`config.mk`:
```
export PLATFORM = sky130hd
export DESIGN_NAME = axi_dma_req_burst_gen
export DESIGN_NICKNAME = d
export VERILOG_FILES = /design/src/rtl/axi_pkg.sv /design/src/rtl/axi_dma_burst_calc.sv /design/src/rtl/axi_dma_req_burst_gen.sv
export SDC_FILE = /design/constraint.sdc
export NUM_CORES = 1
export LEC_CHECK = 0
export BUFFER_PORTS_ARGS = -buffer_cell sky130_fd_sc_hd__buf_2
export CAP_MARGIN = 0
export CORE_MARGIN = 2
export CORE_UTILIZATION = 52
export CTS_CLUSTER_DIAMETER = 100
export DETAILED_ROUTE_END_ITERATION = 7
export HOLD_SLACK_MARGIN = 0.15
export PLACE_DENSITY = 0.74
export SYNTH_ARGS = -nofsm -noshare
export SYNTH_HDL_FRONTEND = slang
export SYNTH_SLANG_ARGS = --single-unit
export TNS_END_PERCENT = 5
```
`constraint.sdc`:
```
create_clock -name clk -period 11.2 [get_ports clk]
set_input_delay 2.24 -clock clk [delete_from_list [all_inputs] [get_ports clk]]
set_output_delay 2.24 -clock clk [all_outputs]
set_load 0.01 [all_outputs]
```
`src/rtl/axi_pkg.sv`:
```
// Shared AXI4 types, protocol limits and response-ordering helper used by the
// DMA request/burst logic.
package axi_pkg;

    localparam int AXI_LEN_BC_WIDTH    = 32;
    localparam int AXI_4K_BOUNDARY     = 4096;
    localparam int AXI_MAX_INCR_BEATS  = 256;
    localparam int AXI_MAX_FIXED_BEATS = 16;
    localparam int AXI_MAX_EXCL_BEATS  = 16;

    typedef enum logic [1:0] {
        RESP_OKAY   = 2'b00,
        RESP_EXOKAY = 2'b01,
        RESP_SLVERR = 2'b10,
        RESP_DECERR = 2'b11
    } axi_resp_e;

    typedef enum logic [1:0] {
        BURST_FIXED = 2'b00,
        BURST_INCR  = 2'b01,
        BURST_WRAP  = 2'b10
    } axi_burst_e;

    typedef enum logic [1:0] {
        ST_IDLE,
        ST_ISSUE,
        ST_WAIT_CPL,
        ST_DONE
    } dma_req_state_e;

    function automatic logic [1:0] axi_resp_rank(input axi_resp_e r);
        logic [1:0] rank;
        case (r)
            RESP_DECERR: rank = 2'd3;
            RESP_SLVERR: rank = 2'd2;
            RESP_EXOKAY: rank = 2'd1;
            default:     rank = 2'd0;
        endcase
        return rank;
    endfunction

    // Severity order DECERR > SLVERR > EXOKAY > OKAY.
    function automatic axi_resp_e axi_resp_worst(input axi_resp_e a, input axi_resp_e b);
        return (axi_resp_rank(b) > axi_resp_rank(a)) ? b : a;
    endfunction

endpackage

```
`src/rtl/axi_dma_burst_calc.sv`:
```
// Combinational sizing of the next AR burst from the current address and the
// number of beats still to be requested.
module axi_dma_burst_calc
    import axi_pkg::*;
#(
    parameter int AW = 32,
    parameter int BC = 4
) (
    input  logic [AW-1:0]               addr,
    input  logic [AXI_LEN_BC_WIDTH-1:0] rem,
    input  logic                        fixed,
    output logic [8:0]                  beats,
    output logic [7:0]                  ar_len
);

    localparam int SIZE = $clog2(BC);
    localparam int LW   = AXI_LEN_BC_WIDTH;

    logic [12:0] room_bytes;
    logic [12:0] room_beats;
    logic [12:0] cap;

    always_comb begin
        room_bytes = 13'(AXI_4K_BOUNDARY) - {1'b0, addr[11:0]};
        room_beats = room_bytes >> SIZE;
        if (fixed) begin
            cap = 13'(AXI_MAX_FIXED_BEATS);
        end else if (room_beats < 13'(AXI_MAX_INCR_BEATS)) begin
            cap = room_beats;
        end else begin
            cap = 13'(AXI_MAX_INCR_BEATS);
        end

        if (rem < {{(LW-13){1'b0}}, cap}) begin
            beats = 9'(rem);
        end else begin
            beats = 9'(cap);
        end

        // With nothing left to issue the AR length field idles at zero.
        ar_len = (beats == 9'd0) ? 8'd0 : 8'(beats - 9'd1);
    end

endmodule

```
`src/rtl/axi_dma_req_burst_gen.sv`:
```
// Accepts one DMA transfer request, splits it into legal AXI4 AR bursts, tracks
// outstanding burst completions and returns one aggregated response.
module axi_dma_req_burst_gen
    import axi_pkg::*;
#(
    parameter int AW              = 32,
    parameter int DW              = 32,
    parameter int ID_W            = 1,
    parameter int AR_ID           = 0,
    parameter int MAX_OUTSTANDING = 4
) (
    input  logic                        clk,
    input  logic                        rst,
    input  logic                        req_valid,
    output logic                        req_ready,
    input  logic [AW-1:0]               req_addr,
    input  logic [AXI_LEN_BC_WIDTH-1:0] req_byte_len,
    input  logic                        req_fixed,
    input  logic                        req_lock,
    output logic                        req_resp_valid,
    output logic [1:0]                  req_resp,
    output logic                        ar_valid,
    input  logic                        ar_ready,
    output logic [AW-1:0]               ar_addr,
    output logic [7:0]                  ar_len,
    output logic [2:0]                  ar_size,
    output logic [1:0]                  ar_burst,
    output logic                        ar_lock,
    output logic [ID_W-1:0]             ar_id,
    input  logic                        cpl_valid,
    input  logic [1:0]                  cpl_resp
);

    localparam int BC    = DW / 8;
    localparam int SIZE  = $clog2(BC);
    localparam int LW    = AXI_LEN_BC_WIDTH;
    localparam int LW1   = LW + 1;
    localparam int CNT_W = 4;

    dma_req_state_e    state;
    dma_req_state_e    state_next;
    logic [AW-1:0]     cur_addr;
    logic [LW-1:0]     rem;
    logic              fixed_q;
    logic              lock_q;
    axi_resp_e         agg;
    logic [CNT_W-1:0]  outstanding;
    logic [CNT_W-1:0]  outstanding_next;

    logic [8:0]        beats;
    logic [7:0]        len_calc;
    logic [LW-1:0]     rem_after;
    logic              acc;
    logic              ar_hs;
    logic              cpl_take;
    logic              bad_align;
    logic              bad_lock;
    logic              acc_err;
    logic [LW:0]       end_off;
    axi_resp_e         cpl_eff;

    axi_dma_burst_calc #(
        .AW (AW),
        .BC (BC)
    ) u_calc (
        .addr   (cur_addr),
        .rem    (rem),
        .fixed  (fixed_q),
        .beats  (beats),
        .ar_len (len_calc)
    );

    assign req_ready      = (state == ST_IDLE);
    assign req_resp_valid = (state == ST_DONE);
    assign req_resp       = agg;
    assign ar_valid       = (state == ST_ISSUE) && (outstanding != CNT_W'(MAX_OUTSTANDING));
    assign ar_addr        = cur_addr;
    assign ar_len         = len_calc;
    assign ar_size        = 3'(SIZE);
    assign ar_burst       = fixed_q ? BURST_FIXED : BURST_INCR;
    assign ar_lock        = lock_q;
    assign ar_id          = ID_W'(AR_ID);

    assign acc       = req_valid && req_ready;
    assign ar_hs     = ar_valid && ar_ready;
    assign cpl_take  = cpl_valid && (outstanding != '0)
                       && ((state == ST_ISSUE) || (state == ST_WAIT_CPL));
    assign rem_after = rem - {{(LW-9){1'b0}}, beats};

    // Exclusive bursts must fit in one AXI burst and stay inside one 4KB page.
    assign bad_align = (|req_addr[SIZE-1:0]) || (|req_byte_len[SIZE-1:0]);
    assign end_off   = {{(LW1-12){1'b0}}, req_addr[11:0]} + {1'b0, req_byte_len};
    assign bad_lock  = req_lock && ((req_byte_len > LW'(AXI_MAX_EXCL_BEATS * BC))
                       || (!req_fixed && (end_off > LW1'(AXI_4K_BOUNDARY))));
    assign acc_err   = bad_align || bad_lock;

    // EXOKAY only carries meaning for an exclusive request.
    always_comb begin
        cpl_eff = axi_resp_e'(cpl_resp);
        if (cpl_eff == RESP_EXOKAY && !lock_q) begin
            cpl_eff = RESP_OKAY;
        end
    end

    always_comb begin
        outstanding_next = outstanding;
        if (ar_hs && !cpl_take) begin
            outstanding_next = outstanding + 1'b1;
        end else if (!ar_hs && cpl_take) begin
            outstanding_next = outstanding - 1'b1;
        end
    end

    always_comb begin
        state_next = state;
        case (state)
            ST_IDLE: begin
                if (acc) begin
                    if (acc_err || (req_byte_len == '0)) begin
                        state_next = ST_DONE;
                    end else begin
                        state_next = ST_ISSUE;
                    end
                end
            end
            ST_ISSUE: begin
                if (ar_hs && (rem_after == '0)) begin
                    state_next = ST_WAIT_CPL;
                end
            end
            ST_WAIT_CPL: begin
                if (outstanding_next == '0) begin
                    state_next = ST_DONE;
                end
            end
            ST_DONE: begin
                state_next = ST_IDLE;
            end
            default: begin
                state_next = ST_IDLE;
            end
        endcase
    end

    always_ff @(posedge clk) begin
        if (rst) begin
            state <= ST_IDLE;
        end else begin
            state <= state_next;
        end
    end

    always_ff @(posedge clk) begin
        if (rst) begin
            cur_addr    <= '0;
            rem         <= '0;
            fixed_q     <= 1'b0;
            lock_q      <= 1'b0;
            agg         <= RESP_OKAY;
            outstanding <= '0;
        end else begin
            outstanding <= outstanding_next;
            if (acc) begin
                cur_addr <= req_addr;
                fixed_q  <= req_fixed;
                lock_q   <= req_lock;
                rem      <= acc_err ? '0 : (req_byte_len >> SIZE);
                agg      <= acc_err ? RESP_SLVERR : RESP_OKAY;
            end else begin
                if (ar_hs) begin
                    rem <= rem_after;
                    if (!fixed_q) begin
                        cur_addr <= cur_addr + (AW'(beats) << SIZE);
                    end
                end
                if (cpl_take) begin
                    agg <= axi_resp_worst(agg, cpl_eff);
                end
                if (state == ST_DONE) begin
                    agg <= RESP_OKAY;
                end
            end
        end
    end

    cpl_needs_outstanding: assert property (@(posedge clk) disable iff (rst)
        cpl_valid |-> (outstanding != '0));

endmodule
```
==> summary.txt <==
Timing
  • Setup_tns: 0 ns
  • Slew @ Worst Pin: 1.17 ns
  • Fin. max-slew vios: 0
  • Final setup violation count: 0
  • Tmin final: 7.89 ns
  • Hold slack final: 0.469 ns
  • Setup Skew: 0.0127 ns
  • Fmax: 0.127 GHz
  • Crit share post-route: 70.5%
  • Fin. Hold Viols: 0
  • Slew HR: 22.1%
  • RSZ-0062 raised after global routing: no

Drt
  • DR pass1 iterations: 6
  • Vias/cell: 6.38
  • Routed vias: 8718
  • Post-detailed-route count of antenna-violating nets: 0
  • Iter 0 DRT Violations: 1011
  • Final Routed Wirelength: 25300 microns
  • WL/cell: 18.6 microns
  • # DRC: 0

Power and ir drop
  • LEAKAGE: 0.00353 uW
  • Sequential power share: 22.7%
  • Comb power frac: 63.7%
  • Cell internal pwr: 973 uW
  • Sw power: 1060 uW
  • Clock Power Share: 13.6%
  • Pwr per Cell Area: 231 nW/um^2
  • Worst IR Drop VDD: 0.116 mV
  • Sw Share: 52.0%

Clock network
  • CTS root buffer: clkbuf_16
  • Clk buf depth: 2
  • Clock slew at reported path FFs: 0.06 ns
  • Total CTS buffers: 9
  • CTS tree: built
  • Postcts setup bufs: 0
  • CTS resizes: 0
  • Clk Latency, worst-skew pair: 0.34 ns
  • CTS sink cnt: 74
  • Htree depth: 3
  • Post-CTS Hold Buffers: 0

Final layout
  • Fillers: 1489
  • Syn-to-layout area delta: 10.1%
  • Fraction of layout cells with a size suffix above 1: 16.5%
  • Nets: 1283
  • Commonest cells after routing, fill and taps aside: nor2_1, buf_2, nand2_1
  • Antenna cells: 0
  • Most common cell after layout, fill and taps aside: nor2_1

Setup path
  • CP max FO: 25
  • Critical path launch point: ar_addr[4]$_SDFFE_PP0P_
  • CP most frequent cell: nand3_1
  • CP Class: flop to output pin
  • Crit. End Element: output pin
  • Worst r2r src: ar_addr[4]$_SDFFE_PP0P_
  • R2R Setup Slk: 4.00 ns
  • Reg2reg end: state[1]$_SDFFE_PP0P_
  • Startpoint types: flop
  • WP data required: 8.96 ns
  • Ordered cell list for the critical path: or4_4 -> o31ai_4 -> nand3_1 -> ha_1 -> nand4_1 -> o21ai_0 -> a211oi_4 -> o21ai_4 -> mux2i_1 -> nand3_1 -> nor3_1 -> nand3_1 -> nor3_1 -> nor2_1 -> buf_2
  • Worst Reg-to-Reg Cells: 22
  • Worst Setup EP: ar_len[2]
  • Slowest CP cell: or4_4
  • Worst Path Arrival: 5.65 ns
  • Critical path's largest stage delay: 0.68 ns

GRT
  • Vias in the first global route: 7531
  • Total gr overflow: 0
  • Initial antenna violation count: 0
  • GRT Overall Usage: 30.4%
  • First-pass GRT wire length: 39600 microns
  • Largest net degree at the start of global routing: 72

Job
  • Max Cap Viol: 0

Yosys
  • Async S/R FF share, synth: 0%
  • Yosys warnings: 0
  • Netlist Area Pre-Place: 7970 sq um
  • Synth Instances: 1107
  • Yosys reg bits: 74
  • Synth Flop Type: dfxtp_1
  • Sequential area share after synthesis: 18.6%
  • Post-synth EDFFs: 0
  • Avg Inst Size Synth: 7.20 sq um
  • Synth cell types: 94

Floorplan
  • IO Count: 125
  • Die H: 128 microns
  • Core ar.: 15100 sq um
  • Die area: 16300 sq um
  • Initial Util: 52.8%
  • DIE WIDTH: 128 microns
  • Row Count: 45

Place
  • Routability cong.: 0.980
  • Port Buffers: 119
  • HPWL Detailed: 19600 microns

Min path
  • Min-delay worst type: flop to flop

Status
  • Status: finished, final reports clean
[layer usage]
layer	GRT usage, %	wire, microns	vias to the layer above
met4	10.7	784	0
met3	5.05	1790	56
met2	47.8	11300	389
met1	42.0	11500	4096
li1	-	-	4177
met5	0	0	-
[worst min path at each step]
stage,from,to,slack (ns),depth (start not counted)
floorplan,ar_lock$_SDFFE_PP0P_,ar_lock$_SDFFE_PP0P_,0.49,2
global placement,ar_lock$_SDFFE_PP0P_,ar_lock$_SDFFE_PP0P_,0.46,2
detailed placement,ar_lock$_SDFFE_PP0P_,ar_lock$_SDFFE_PP0P_,0.47,2
CTS,ar_lock$_SDFFE_PP0P_,ar_lock$_SDFFE_PP0P_,0.48,2
global route,ar_lock$_SDFFE_PP0P_,ar_lock$_SDFFE_PP0P_,0.49,2
finish,ar_lock$_SDFFE_PP0P_,ar_lock$_SDFFE_PP0P_,0.47,2
[cells in the mapped netlist, drive strengths merged, types with 8 or more instances]
master  instances  area share [%]
nand2         108             5.1
buf            25             2.3
nand3          42             2.7
dfxtp          74              19
o211ai          8            0.75
xor2           30             3.3
or3            15             1.2
and2           18             1.4
nor4           17             1.8
a211oi         50             5.4
nand4          17             1.4
or2             8            0.63
mux2i          13             1.6
a21oi          79             5.2
ha             35             5.5
o31ai           9             1.1
xnor2          45             4.9
clkbuf         48             2.3
and3           11            0.86
inv            37             1.7
nor2          135             6.4
maj3           11             1.5
nand2b         11            0.86
o21ai          71             4.7
or4            12             1.4
nor3           44             2.8
a21o           11             1.0
[worst max-delay path: cells and delay by family (launching register included)]
family / cells / cell delay, ns
mux: 1 / 0.58
flops: 1 / 0.47
buf+inv: 1 / 0.16
simple gates: 8 / 2.40
fa+ha+maj: 1 / 0.40
compound gates: 4 / 1.29
[power by group through the flow]
| stage | Combinational, uW | Clock (uW) | Sequential (uW) |
|---|---|---|---|
| after floorplan | 985 | 0 | 413 |
| after global placement | 1250 | 0 | 457 |
| after detailed placement | 1260 | 0 | 460 |
| after CTS | 1270 | 279 | 455 |
| after global routing | 1410 | 290 | 472 |
| final | 1290 | 275 | 461 |
[metrics by stage]
stage          instance area (sq um)  total power [uW]  utilization, %  setup WS [ns]  cells
3_5_place_dp                    8500              1720            56.3           3.73   1350
2_1_floorplan                   7990              1400               -           4.34   1112
5_1_grt                         8780              2170            58.2           2.85   1366
4_1_cts                         8780              2000            58.2           3.35   1366
6_report                        8780              2030            58.2           3.31   1366
3_3_place_gp                    8500              1710            56.3           3.89   1350
[final cells by class]
| class | instances | area, sq um | area share (%) |
|---|---|---|---|
| Clock buffer | 10 | 239 | 2.72 |
| Clock inverter | 6 | 40.0 | 0.456 |
| Inverter | 37 | 139 | 1.58 |
| Multi-Input combinational cell | 928 | 6020 | 68.5 |
| Sequential cell | 74 | 1480 | 16.9 |
| Tap cell | 188 | 235 | 2.68 |
| Timing Repair Buffer | 123 | 626 | 7.13 |
[state kept, by name, indices dropped and copies added, names as in the netlist]
name	flops
ar_addr	32
ar_lock	1
fixed_q	1
outstanding	4
rem	32
req_resp	2
state	2
[kinds of logic (layout without fill, tap and decap cells)]
logic type / after synthesis / count (layout) / synth area share [%]
mux: 15 / 15 / 1.96
xor+xnor: 75 / 75 / 8.24
flops: 74 / 74 / 18.6
compound gates: 316 / 316 / 27.9
simple gates: 467 / 467 / 29.5
buf+inv: 110 / 176 / 6.29
fa+ha+maj: 48 / 48 / 7.45
other cells: 2 / 7 / 0.0942
Note: power is estimated with default switching activity, not from simulation.
